===== src/rtl/move_list_collector_if.sv =====
// move_list_collector_if
//   Bundles the column-side and consumer-side signals of the move list
//   collector.
//   slave  : seen by the collector (start/col_done/col_fifo_out/move_ready in,
//            col_rden/move_out/move_valid/move_count/busy/done out)
//   master : seen by the environment driving the collector
interface move_list_collector_if #(
   parameter int NCOL  = 8,
   parameter int SLOTS = 8,
   parameter int MW    = 19
);
   logic                       start;
   logic [NCOL-1:0]            col_done;
   logic [NCOL*SLOTS*MW-1:0]   col_fifo_out;
   logic [NCOL-1:0]            col_rden;
   logic [MW-1:0]              move_out;
   logic                       move_valid;
   logic                       move_ready;
   logic [7:0]                 move_count;
   logic                       busy;
   logic                       done;

   modport slave (
      input  start, col_done, col_fifo_out, move_ready,
      output col_rden, move_out, move_valid, move_count, busy, done
   );

   modport master (
      output start, col_done, col_fifo_out, move_ready,
      input  col_rden, move_out, move_valid, move_count, busy, done
   );
endinterface


===== src/rtl/move_list_collector.sv =====
// move_list_collector
//   Drains the per-column move FIFOs once each column reports done, unpacks
//   every FIFO word into SLOTS move records, drops invalid slots and streams
//   the legal moves one at a time over a valid/ready handshake.
//   clk, reset : clock, asynchronous active-high reset
//   bus.start        : one-cycle pulse, begins collection (IDLE/DONE only)
//   bus.col_done     : per-column generator finished
//   bus.col_fifo_out : all column FIFO heads, column c at [WW*c +: WW]
//   bus.col_rden     : one-hot FIFO read pulse
//   bus.move_out/move_valid/move_ready : move stream to the consumer
//   bus.move_count   : accepted moves this position, saturating at 255
//   bus.busy/done    : collection in progress / all columns drained
//
// state    | meaning
// ---------+--------------------------------------------------------------
// S_IDLE   | waiting for start after reset
// S_SEL    | choose lowest done-but-not-grabbed column, or finish
// S_RDREQ  | one-cycle read pulse to the chosen column FIFO
// S_WAITD  | wait RD_LAT cycles, capture word or detect end marker
// S_UNPACK | examine one slot per cycle, hold valid moves until accepted
// S_DONE   | all columns drained; start re-arms
module move_list_collector #(
   parameter int NCOL   = 8,
   parameter int SLOTS  = 8,
   parameter int MW     = 19,
   parameter int RD_LAT = 1
) (
   input  logic                 clk,
   input  logic                 reset,
   move_list_collector_if.slave bus
);

   localparam int WW = SLOTS * MW;
   localparam int CW = (NCOL  > 1) ? $clog2(NCOL)  : 1;
   localparam int PW = (SLOTS > 1) ? $clog2(SLOTS) : 1;
   localparam int LW = (RD_LAT > 1) ? $clog2(RD_LAT) : 1;

   typedef enum logic [2:0] {
      S_IDLE,
      S_SEL,
      S_RDREQ,
      S_WAITD,
      S_UNPACK,
      S_DONE
   } state_t;

   state_t            r_state;
   state_t            w_next;

   logic [NCOL-1:0]   r_grabbed;
   logic [CW-1:0]     r_col;
   logic [PW-1:0]     r_ptr;
   logic [WW-1:0]     r_word;
   logic [7:0]        r_count;
   logic [LW-1:0]     r_lat;

   logic              w_all_grabbed;
   logic              w_pick_ok;
   logic [CW-1:0]     w_pick_idx;
   logic [WW-1:0]     w_in_word;
   logic              w_end_mark;
   logic [MW-1:0]     w_slot;
   logic              w_valid;
   logic              w_accept;
   logic              w_slot_done;
   logic              w_last_slot;
   logic              w_lat_tc;
   logic              w_start_ok;

   assign w_all_grabbed = &r_grabbed;

   // Descending scan so the last hit, and therefore the winner, is the
   // lowest-index ready column.
   always_comb begin
      w_pick_ok  = 1'b0;
      w_pick_idx = '0;
      for (int c = NCOL - 1; c >= 0; c--) begin
         if (bus.col_done[c] && !r_grabbed[c]) begin
            w_pick_ok  = 1'b1;
            w_pick_idx = CW'(c);
         end
      end
   end

   assign w_in_word = bus.col_fifo_out[int'(r_col) * WW +: WW];

   // A word with every slot flagged invalid marks the end of the column.
   always_comb begin
      w_end_mark = 1'b1;
      for (int k = 0; k < SLOTS; k++) begin
         w_end_mark = w_end_mark & w_in_word[k * MW + MW - 1];
      end
   end

   assign w_slot      = r_word[int'(r_ptr) * MW +: MW];
   assign w_valid     = (r_state == S_UNPACK) && !w_slot[MW-1];
   assign w_accept    = w_valid && bus.move_ready;
   // A slot is finished when it is skipped or its move is accepted.
   assign w_slot_done = (r_state == S_UNPACK) && (w_slot[MW-1] || bus.move_ready);
   assign w_last_slot = (r_ptr == PW'(SLOTS - 1));
   assign w_lat_tc    = (r_lat == '0);
   assign w_start_ok  = bus.start && ((r_state == S_IDLE) || (r_state == S_DONE));

   always_ff @(posedge clk or posedge reset) begin
      if (reset) begin
         r_state <= S_IDLE;
      end else begin
         r_state <= w_next;
      end
   end

   always_comb begin
      w_next = r_state;
      case (r_state)
         S_IDLE: begin
            if (bus.start) w_next = S_SEL;
         end
         S_SEL: begin
            if (w_all_grabbed)  w_next = S_DONE;
            else if (w_pick_ok) w_next = S_RDREQ;
         end
         S_RDREQ: begin
            w_next = S_WAITD;
         end
         S_WAITD: begin
            if (w_lat_tc) w_next = w_end_mark ? S_SEL : S_UNPACK;
         end
         S_UNPACK: begin
            if (w_slot_done && w_last_slot) w_next = S_RDREQ;
         end
         S_DONE: begin
            if (bus.start) w_next = S_SEL;
         end
         default: w_next = S_IDLE;
      endcase
   end

   always_ff @(posedge clk or posedge reset) begin
      if (reset) begin
         r_grabbed <= '0;
         r_col     <= '0;
         r_ptr     <= '0;
         r_word    <= '0;
         r_count   <= '0;
         r_lat     <= '0;
      end else begin
         if (w_start_ok) begin
            r_grabbed <= '0;
            r_count   <= '0;
         end

         if ((r_state == S_SEL) && !w_all_grabbed && w_pick_ok) begin
            r_col <= w_pick_idx;
         end

         if (r_state == S_RDREQ) begin
            r_lat <= LW'(RD_LAT - 1);
         end

         if (r_state == S_WAITD) begin
            if (!w_lat_tc) begin
               r_lat <= r_lat - 1'b1;
            end else if (w_end_mark) begin
               r_grabbed[r_col] <= 1'b1;
            end else begin
               r_word <= w_in_word;
               r_ptr  <= '0;
            end
         end

         if (w_slot_done) begin
            r_ptr <= w_last_slot ? '0 : r_ptr + 1'b1;
         end

         if (w_accept && (r_count != 8'hFF)) begin
            r_count <= r_count + 8'd1;
         end
      end
   end

   // Outputs decode straight from registered state so an asynchronous reset
   // clears them immediately.
   assign bus.col_rden   = (r_state == S_RDREQ) ? (NCOL'(1) << r_col) : '0;
   assign bus.move_valid = w_valid;
   assign bus.move_out   = w_valid ? w_slot : '0;
   assign bus.move_count = r_count;
   assign bus.busy       = (r_state == S_SEL) || (r_state == S_RDREQ) ||
                           (r_state == S_WAITD) || (r_state == S_UNPACK);
   assign bus.done       = (r_state == S_DONE);

endmodule


===== src/flat_wrapper.sv =====
// flat-port wrapper written by rule: the top's interface ports become plain ports
module move_list_collector_flat 
#(
   parameter int NCOL   = 8,
   parameter int SLOTS  = 8,
   parameter int MW     = 19,
   parameter int RD_LAT = 1
)
  (clk, reset, bus_start, bus_col_done, bus_col_fifo_out, bus_move_ready, bus_col_rden, bus_move_out, bus_move_valid, bus_move_count, bus_busy, bus_done);
  move_list_collector_if #(.NCOL(NCOL), .SLOTS(SLOTS), .MW(MW)) bus_i ();
  input  logic clk;
  input  logic reset;
  input wire logic [$bits(bus_i.start)-1:0] bus_start;
  input wire logic [$bits(bus_i.col_done)-1:0] bus_col_done;
  input wire logic [$bits(bus_i.col_fifo_out)-1:0] bus_col_fifo_out;
  input wire logic [$bits(bus_i.move_ready)-1:0] bus_move_ready;
  output wire logic [$bits(bus_i.col_rden)-1:0] bus_col_rden;
  output wire logic [$bits(bus_i.move_out)-1:0] bus_move_out;
  output wire logic [$bits(bus_i.move_valid)-1:0] bus_move_valid;
  output wire logic [$bits(bus_i.move_count)-1:0] bus_move_count;
  output wire logic [$bits(bus_i.busy)-1:0] bus_busy;
  output wire logic [$bits(bus_i.done)-1:0] bus_done;
  assign bus_i.start = bus_start;
  assign bus_i.col_done = bus_col_done;
  assign bus_i.col_fifo_out = bus_col_fifo_out;
  assign bus_i.move_ready = bus_move_ready;
  assign bus_col_rden = bus_i.col_rden;
  assign bus_move_out = bus_i.move_out;
  assign bus_move_valid = bus_i.move_valid;
  assign bus_move_count = bus_i.move_count;
  assign bus_busy = bus_i.busy;
  assign bus_done = bus_i.done;
  move_list_collector #(.NCOL(NCOL), .SLOTS(SLOTS), .MW(MW), .RD_LAT(RD_LAT)) u_core (.clk(clk), .reset(reset), .bus(bus_i));
endmodule

===== config.mk =====
export PLATFORM = sky130hd
export DESIGN_NAME = move_list_collector_flat
export DESIGN_NICKNAME = d
export VERILOG_FILES = /design/src/rtl/move_list_collector_if.sv /design/src/rtl/move_list_collector.sv /design/src/flat_wrapper.sv
export SDC_FILE = /design/constraint.sdc
export NUM_CORES = 1
export LEC_CHECK = 0
export BUFFER_PORTS_ARGS = -buffer_cell sky130_fd_sc_hd__buf_4
export CORE_AREA = 2 2 497 499
export DETAILED_ROUTE_END_ITERATION = 8
export DIE_AREA = 0 0 499 501
export GPL_TIMING_DRIVEN = 0
export PLACE_DENSITY = 0.32
export SYNTH_ARGS = -nofsm -noshare
export SYNTH_HDL_FRONTEND = slang
export SYNTH_SLANG_ARGS = --single-unit

===== constraint.sdc =====
create_clock -name clk -period 5.6 [get_ports clk]
set_input_delay 1.12 -clock clk [delete_from_list [all_inputs] [get_ports clk]]
set_output_delay 1.12 -clock clk [all_outputs]
set_load 0.1 [all_outputs]

# After elaboration in Yosys (flattened, before gate mapping)
# Cells that the tools add are included.
# W data, S select, Z words.
# totals
word_cells,121
in_bits,1228
ff_bits,178
output_inout_bits,38
# op_classes
reduce_logical,40
bitwise_logic,10
addsub,3
n_lt_le_gt_ge,2
n_eq_ne,13
muxes,41
n_shift,3
mul,2
# ops
op,n
$shiftx A1216 B32 Y152,1
$shiftx A152 B32 Y19,1
$mux W3,19
$mux W8,7
$mux W19,1
$logic_and A1 B1 Y1,17
$mul A3 B5 Y8 const B,2
$pmux W3 S5,1
$mux W1,12
$logic_not A1 Y1,10
$eq A3 B3 Y1 const B,3
$add A8 B1 Y8 const B,1
$ne A8 B8 Y1 const B,1
$or A8 B8 Y8,1
$reduce_and A8 Y1,1
$shl A1 B3 Y8 const A,1
$and A1 B1 Y1,7
$eq A3 B2 Y1 const B,2
$ne A2 B2 Y1 const B,3
$reduce_and A3 Y1,2
$logic_or A1 B1 Y1,5
$lt A3 B4 Y1 const B,1
$ne A2 B1 Y1 const B,2
$reduce_and A4 Y1,1
other kinds (10),12

# Depth between registers and ports, before layout
# Gate-level depths: netlist of the first run.
# depth
depth_word,13
mapped_depth,12
ltp_nobuf,7

# Least setup slack after synthesis of the first run
# OpenSTA, ideal clock, no wires.
# synth_timing
path_type,register to output
start,register u_core.r_col[2]
end,output port bus_col_rden[0]
path_slack_ns,0.770
path_stages_with_launch,8
t_arrival_ns,3.710
path_buffers,5
cell_sequence,dfrtp_1 -> buf_2 -> buf_2 -> clkbuf_1 -> clkbuf_1 -> clkbuf_1 -> or3_1 -> nor3_1
# synth_via
elab_chain_len,2
# synth_lines
element,line_no,source
"start, declared",move_list_collector.sv:51,logic [CW-1:0] r_col;
"start signal, assigned",move_list_collector.sv:153,r_col <= w_pick_idx;
$shl A1 B3 Y8,move_list_collector.sv:183,assign bus.col_rden = (r_state == S_RDREQ) ? (NCOL'(1) << r_col) : '0;
$mux W8,move_list_collector.sv:183,
"end, declared",flat_wrapper.sv:17,output wire logic [$bits(bus_i.col_rden)-1:0] bus_col_rden;
# Every way passes these cells.

# Worst setup path in the final report of the first run
# layout_timing
start,register u_core.r_ptr[1]
end,output port bus_move_out[13]
# layout_via
elab_chain_len,5
# layout_lines
element,line_no,source
"start, declared",move_list_collector.sv:52,logic [PW-1:0] r_ptr;
"start signal, assigned",move_list_collector.sv:172,r_ptr <= w_last_slot ? '0 : r_ptr + 1'b1;
$mul A3 B5 Y8 *,move_list_collector.sv:95,assign w_slot = r_word[int'(r_ptr) * MW +: MW];
$shiftx A152 B32 Y19 *,move_list_collector.sv:95,
$logic_not A1 Y1,move_list_collector.sv:96,assign w_valid = (r_state == S_UNPACK) && !w_slot[MW-1];
$logic_and A1 B1 Y1,move_list_collector.sv:96,
$mux W19 *,move_list_collector.sv:185,assign bus.move_out = w_valid ? w_slot : '0;
"end, declared",flat_wrapper.sv:18,output wire logic [$bits(bus_i.move_out)-1:0] bus_move_out;
# Mark *: on every way between the ends. The rest lies on a longest branch, timed or not.

==> metrics.yaml, run 1 <==
logic_synthesis:
  ys_warn_count: 0
  synth-edff-count: 0
  ys_ff_latch: 178
  syn_inst: 1176
  synth_compound_area_share_pct: 2.10
  syn_area_sq_um: 17700
  synth_fa_ha_area_share_pct: 0.212
  synth_cell_type_count: 53
  async_flop_share_pct: 100
  synth_xor_area_share_pct: 0.248
  synth_mux_area_share_pct: 64.2
  synth.avg_cell_area_sq_um: 15.0
  seq_area_frac_synth_pct: 25.2
  synth_top_family_by_area: "multiplexers"
  syn-num-nets: 2407
  synth_ff_type: "dfrtp_1"
  yosys.area_share.simple_pct: 3.74
timing:
  setup_slack_ns: 0.382
  slew_violations: 0
  finClkSkew_ns: 0.0206
  fin_crit_sh_pct: 93.2
  slew-limit-headroom_pct: 9.45
  rsz0062_at_grt: "false"
  final.min_clock_period_ns: 5.22
  tightest_slew_ns: 1.36
  fmax_ghz: 0.192
  hold_viol: 0
  setup_viol: 0
die:
  io-pin-count: 1266
  fp-row-count: 182
  core_area_sq_um: 245000
  initial_utilization_pct: 7.22
  fp.dieArea_sq_um: 250000
  die_h_um: 501
  dieWidth_um: 499
detailed_routing:
  post_drt_via_cell_ratio: 3.30
  detail_route.first_pass.iterations: 5
  drc_errors: 0
  vias: 19096
  drt_iter0_markers: 1313
  wl_per_cell_um: 39.0
  drtAntennaViolNets: 0
  wl_um: 225000
place:
  dpl.hpwl_um: 208000
  dp_slack_ns: 0.576
  gp_congestion: 0.850
  place_inst: 5669
  port_buffers: 1264
worst_setup_path:
  cp-start-kind: "flop"
  rr_endpoint: "u_core.r_word[31]$_DFFE_PP0P_"
  cpMostUsedCell: "clkbuf_1"
  critPathRequiredTime_ns: 4.48
  worstPathMaxFanout: 10
  cp_slowest_cell: "clkbuf_1"
  cp-end-kind: "primary output"
  r2r_setup_slack_ns: 1.79
  cp.arrival_ns: 4.10
  slowest_delay_ns: 0.89
  worstRegToRegCells: 8
  criticalPathCategory: "flop to primary output"
  r2r-start: "u_core.r_col[0]$_DFFE_PP0P_"
  worstPathCellList: "buf_2, clkbuf_1, clkbuf_1, mux4_2, mux2i_1, nor2_1, buf_4"
hold_path:
  hp-start: "u_core.r_word[151]$_DFFE_PP0P_"
  worstHoldPathType: "flop to flop"
  hold_path_depth: 1
  hold_end: "u_core.r_word[151]$_DFFE_PP0P_"
clock_network:
  cts_setup_buffers: 0
  clock-sinks: 178
  cts_tree: "yes"
  htree_levels: 4
  path_clk_slew_ns: 0.09
  clk_latency_ns: 0.53
  cts_root_buf: "clkbuf_16"
  cts.repair.resized: 0
  clk_path_buf_depth: 2
  numCtsBuffers: 17
  cts_hold_buf: 0
power:
  p_clk_share_pct: 9.4
  leakage_uw: 0.0128
  comb_power_share_pct: 73.6
  p_per_area_nw_per_um2: 461
  switching_share_pct: 49.7
  seq_power_share_pct: 17.1
  power.internal_uw: 7470
  irDropWorstVdd_uv: 236
  p_sw_uw: 7390
layout:
  nets: 3698
  layout_commonest_cell: "buf_4"
  fillCellCount: 27827
  syn_to_final_growth_pct: 82.3
  final_cell_mix: "buf_4 (1278), mux4_2 (333), mux2_2 (244)"
  drive_above_1_share_pct: 81.2
  final_cells: 5788
global_routing:
  grt_pass1_vias: 19949
  antenna_found_initial: 291
  grt_use_total_pct: 17.4
  grt-ovfl-total: 0
  grt_start_max_net_pins: 35
  grt_pass1_wl_um: 268000
run_status:
  status: "completed"
flow_run:
  drv_cap: 0
[worst max-delay path, delay by kind of cell, from the launching register on]
kind | cells | cell delay, ns
buf+inv | 4 | 2.25
mux | 2 | 0.62
simple gates | 1 | 0.13
flops | 1 | 0.48
[kinds of logic (layout without fill, tap and decap cells)]
group                      after synthesis  in the layout
AOI/OAI and AO/OA                       59             59
adders and majority gates                3              3
xor gates and xnor gates                 5              5
muxes                                  661            661
buffers and inverters                  136           1440
and+or+nand+nor                        133            133
other                                    1             89
DFF                                    178            178
[sequential cells by signal, summed over array words and instances, names as in the netlist]
register               count
u_core.r_lat               1
u_core.r_word            152
u_core.r_grabbed           8
u_core.r_ptr               3
u_core.r_col               3
u_core.r_state             3
u_core.bus.move_count      8
[power by group through the flow]
stage                     registers, uW  clock network (uW)  logic, uW
final                              2540                1390      10900
after detailed placement           2560                   0      11400
after global placement             2560                   0      11300
after CTS                          2540                1450      11400
after global routing               2610                1480      11600
after floorplan                    2150                   0       6210
[Yosys cell counts (3+ instances only)]
| master | n | share of area (%) |
|---|---|---|
| xor2_1 | 3 | 0.15 |
| mux2_4 | 52 | 4.4 |
| o21ai_0 | 19 | 0.54 |
| mux4_2 | 333 | 42 |
| buf_12 | 6 | 0.68 |
| buf_2 | 37 | 1.0 |
| or3_1 | 8 | 0.28 |
| mux2_2 | 244 | 16 |
| buf_6 | 5 | 0.32 |
| nor2_1 | 44 | 0.93 |
| nand4_1 | 5 | 0.18 |
| nor2b_1 | 5 | 0.18 |
| o21a_1 | 3 | 0.13 |
| dfrtp_1 | 178 | 25 |
| nand2b_1 | 11 | 0.39 |
| a21oi_1 | 14 | 0.40 |
| nand2_1 | 23 | 0.49 |
| buf_4 | 14 | 0.59 |
| a2bb2oi_1 | 3 | 0.15 |
| buf_1 | 5 | 0.11 |
| o22ai_1 | 5 | 0.18 |
| inv_1 | 8 | 0.17 |
| clkbuf_1 | 59 | 1.3 |
| nor3_1 | 9 | 0.25 |
| mux2i_1 | 32 | 1.8 |
| nand3_1 | 16 | 0.45 |
| ha_1 | 3 | 0.21 |
[worst max-delay path by stage]
stage | startpoint | slack, ns | end
after CTS | u_core.r_ptr[1]$_DFFE_PP0P_ | 0.07 | bus_move_out[14]
after global placement | u_core.r_col[2]$_DFFE_PP0P_ | -0.63 | bus_col_rden[4]
after global routing | u_core.r_ptr[0]$_DFFE_PP0P_ | 0.02 | bus_move_out[12]
final | u_core.r_ptr[1]$_DFFE_PP0P_ | 0.38 | bus_move_out[13]
after detailed placement | u_core.r_col[2]$_DFFE_PP0P_ | 0.58 | bus_col_rden[4]
after floorplan | u_core.r_col[2]$_DFFE_PP0P_ | 0.77 | bus_col_rden[0]
[area by class of cell]
class / instances / area, sq um / area share [%]
Buffer: 126 / 728 / 2.26
Tap cell: 3220 / 4030 / 12.5
Multi-Input combinational cell: 862 / 12500 / 38.7
Timing Repair Buffer: 1273 / 9680 / 30.0
Clock inverter: 15 / 193 / 0.598
Clock buffer: 17 / 425 / 1.32
Antenna cell: 88 / 220 / 0.683
Inverter: 9 / 37.5 / 0.116
Sequential cell: 178 / 4450 / 13.8
[metrics by stage]
stage / cell area, sq um / setup TNS, ns / hold slack [ns] / power (uW) / util [%]
global placement: 31200 / -5.35 / 0.480 / 13900 / 12.7
CTS: 32000 / 0 / 0.506 / 15400 / 13.1
global route: 32000 / 0 / 0.526 / 15700 / 13.1
finish: 32200 / 0 / 0.501 / 14900 / 13.2
detailed placement: 31400 / 0 / 0.483 / 13900 / 12.8
floorplan: 17700 / 0 / 0.455 / 8360 / -
[layer usage]
layer  part of all wire (%)  GRT usage [%]  wire length [um]  vias up
li1                       -              -                 -     7626
met1                     40           20.9             90500     9541
met2                     45           27.8            102000     1345
met3                     12           9.09             27900      398
met4                    1.8           3.28              4150      186
met5                   0.53              0              1200        -
Note: power is estimated with default switching activity, not from simulation.
==> run 2, diff against run 1 <==
Settings changed: ABC_AREA set to 1, CORE_AREA 2 2 497 499 to 2 2 486 488, DIE_AREA 0 0 499 501 to 0 0 488 490.
==> metrics.yaml, run 2 <==
run_status:
  status: "finished, violations left"
  violations: "setup timing"
die:
  dieWidth_um: 488
  die_h_um: 490
  io-pin-count: 1266
  fp.dieArea_sq_um: 239000
  initial_utilization_pct: 7.03
  fp-row-count: 178
  core_area_sq_um: 234000
timing:
  fmax_ghz: 0.175
  setup_slack_ns: -0.117
  hold_viol: 0
  finClkSkew_ns: 0.0239
  final.min_clock_period_ns: 5.72
  fin_crit_sh_pct: 102
  tns_ns: -0.117
  rsz0062_at_grt: "false"
  slew_violations: 0
  slew-limit-headroom_pct: 17.1
  tightest_slew_ns: 1.24
  setup_viol: 1
worst_setup_path:
  cp-start-kind: "flop"
  cp-end-kind: "primary output"
  r2r-start: "u_core.r_col[0]$_DFFE_PP0P_"
  path_buf_inv: 4
  critPathRequiredTime_ns: 4.48
  cp_top_family: "buffers and inverters"
  slowest_delay_ns: 0.76
  cp_slowest_cell: "clkbuf_1"
  criticalPathCategory: "flop to primary output"
  cp.arrival_ns: 4.60
  worstPathMaxFanout: 10
  worstPathCellList: "buf_2, clkbuf_2, clkbuf_1, nand2_1, a22oi_1, nor2_1, a211oi_1, buf_4"
  crit_start: "u_core.r_ptr[0]$_DFFE_PP0P_"
power:
  irDropWorstVdd_uv: 260
  leakage_uw: 0.0136
  p_per_area_nw_per_um2: 508
logic_synthesis:
  synth.area.top_cells: "nand2_1 (30%), dfrtp_1 (27%), nand4_1 (11%)"
  synth_cell_type_count: 33
  yosysTopAreaCell: "nand2_1"
  ys_ff_latch: 178
  syn_inst: 2766
  synth.avg_cell_area_sq_um: 5.95
  ys_warn_count: 0
  syn_area_sq_um: 16400
  syn-num-nets: 3997
  synth_common_cells: "nand2_1 (1296), nand4_1 (297), a21oi_1 (202)"
  async_flop_share_pct: 100
  synth_top_area_share_pct: 29.6
  synth_most_common_cell: "nand2_1"
  seq_area_frac_synth_pct: 27.1
  synth-edff-count: 0
  synth_ff_type: "dfrtp_1"
global_routing:
  grt_start_max_net_pins: 40
  grt_pass1_wl_um: 285000
  grt_pass1_vias: 27482
  grt-ovfl-total: 0
  antenna_found_initial: 114
  grt_use_total_pct: 18.2
layout:
  drive_above_1_share_pct: 34.8
  finish.utilization_pct: 13.2
  fillCellCount: 27594
  layout_commonest_cell: "nand2_1"
  seqCellArea_sq_um: 4450
  regMostFlops: "u_core.r_word"
  final_cell_mix: "nand2_1 (1296), buf_4 (1270), nand4_1 (297)"
  final_cells: 7261
  largest_register_ffs: 152
  multi_input_area_sq_um: 10800
  nets: 5296
  syn_to_final_growth_pct: 88.0
clock_network:
  cts_root_buf: "clkbuf_16"
  path_clk_slew_ns: 0.08
  clock-sinks: 178
  cts_setup_buffers: 0
  htree_levels: 4
  cts_tree: "yes"
  numCtsBuffers: 17
  clk_path_buf_depth: 2
  clk_latency_ns: 0.53
detailed_routing:
  vias: 26899
  post_drt_via_cell_ratio: 3.70
  drtAntennaViolNets: 0
  wl_per_cell_um: 31.3
  drc_errors: 0
  detail_route.first_pass.iterations: 6
  drt_iter0_markers: 2050
  wl_um: 227000
place:
  place_inst: 7197
  port_buffers: 1264
  gp_congestion: 0.944
  dpl.hpwl_um: 203000
flow_run:
  drv_cap: 0
hold_path:
  hp-start: "u_core.r_word[75]$_DFFE_PP0P_"
  worstHoldPathType: "flop to flop"
run 2: cell count changes after synthesis, sizes merged, moves of 17 or more:
cell    previous run  this run
a211oi             1        18
a21oi             15       202
a22oi              0       162
a32o               0        18
buf               68       100
clkbuf            59       139
inv                9        60
mux2             296         0
mux2i             32         0
mux4             333         0
nand2             23      1297
nand4              5       297
o21ai             19       172
run 2: worst paths after layout:
check                      depth (start not counted)  slack (ns)                             end
max                                                8       -0.12                bus_move_out[12]
min                                                2        0.48   u_core.r_word[75]$_DFFE_PP0P_
max reg2reg                                        9        1.27  u_core.r_word[140]$_DFFE_PP0P_
min reg2reg                                        2        0.48   u_core.r_word[75]$_DFFE_PP0P_
max in group asynchronous                          6        3.51    u_core.r_word[1]$_DFFE_PP0P_
min in group asynchronous                          2        0.66     u_core.r_col[1]$_DFFE_PP0P_
run 2: cell families after synthesis:
kind of cell,Yosys count,synth area share [%]
xor+xnor,6,0.320
flops,178,27.1
other cells,1,0.0228
buf+inv,300,7.55
simple gates,1699,43.8
fa+ha+maj,3,0.228
compound gates,579,21.0
run 2: worst min-delay path: cells and delay by family, from the launching register on:
| family | cells | cell delay, ns |
|---|---|---|
| DFF | 1 | 0.35 |
| and+or+nand+nor | 2 | 0.10 |
run 2: what timing repair did:
item / in CTS / in global routing
hold buffers: 0 / 0
gates resized for setup: 7 / 2
endpoints found under the setup margin: 8 / 3
run 2: per-stage QoR:
| stage | hold slack, ns | total power [uW] | instance area, sq um | worst slack [ns] |
|---|---|---|---|---|
| after global routing | 0.519 | 16900 | 30900 | 0.0239 |
| after detailed placement | 0.467 | 14900 | 30200 | 0.161 |
| after CTS | 0.486 | 16300 | 30800 | 0.000132 |
| after global placement | 0.466 | 14800 | 29900 | -1.35 |
| final | 0.484 | 15700 | 30900 | -0.117 |
| after floorplan | 0.437 | 7410 | 16400 | 0.791 |
run 2: final cells by class:
cell class | count | area share [%]
multi-input cells | 2288 | 34.8
repair buffers | 1281 | 31.8
flip-flops and latches | 178 | 14.4
well taps | 3150 | 12.8
plain buffers | 238 | 3.33
clock buffers | 17 | 1.38
inverters | 61 | 0.765
clock inverters | 15 | 0.474
diodes | 33 | 0.267
run 2: metal layers:
layer  vias up  routed length (um)  share of wire (%)  track usage (%)
li1      12174                   -                  -                -
met1     13009               96300                 42             22.9
met2      1429              108000                 48             31.2
met3       229               17300                7.6             4.50
met4        58                5250                2.3             3.96
met5         -                 368               0.16                0
run 2: power by group:
group          switching, uW  internal (uW)
sequential               528           1870
clock                    669            588
combinational           9020           3030
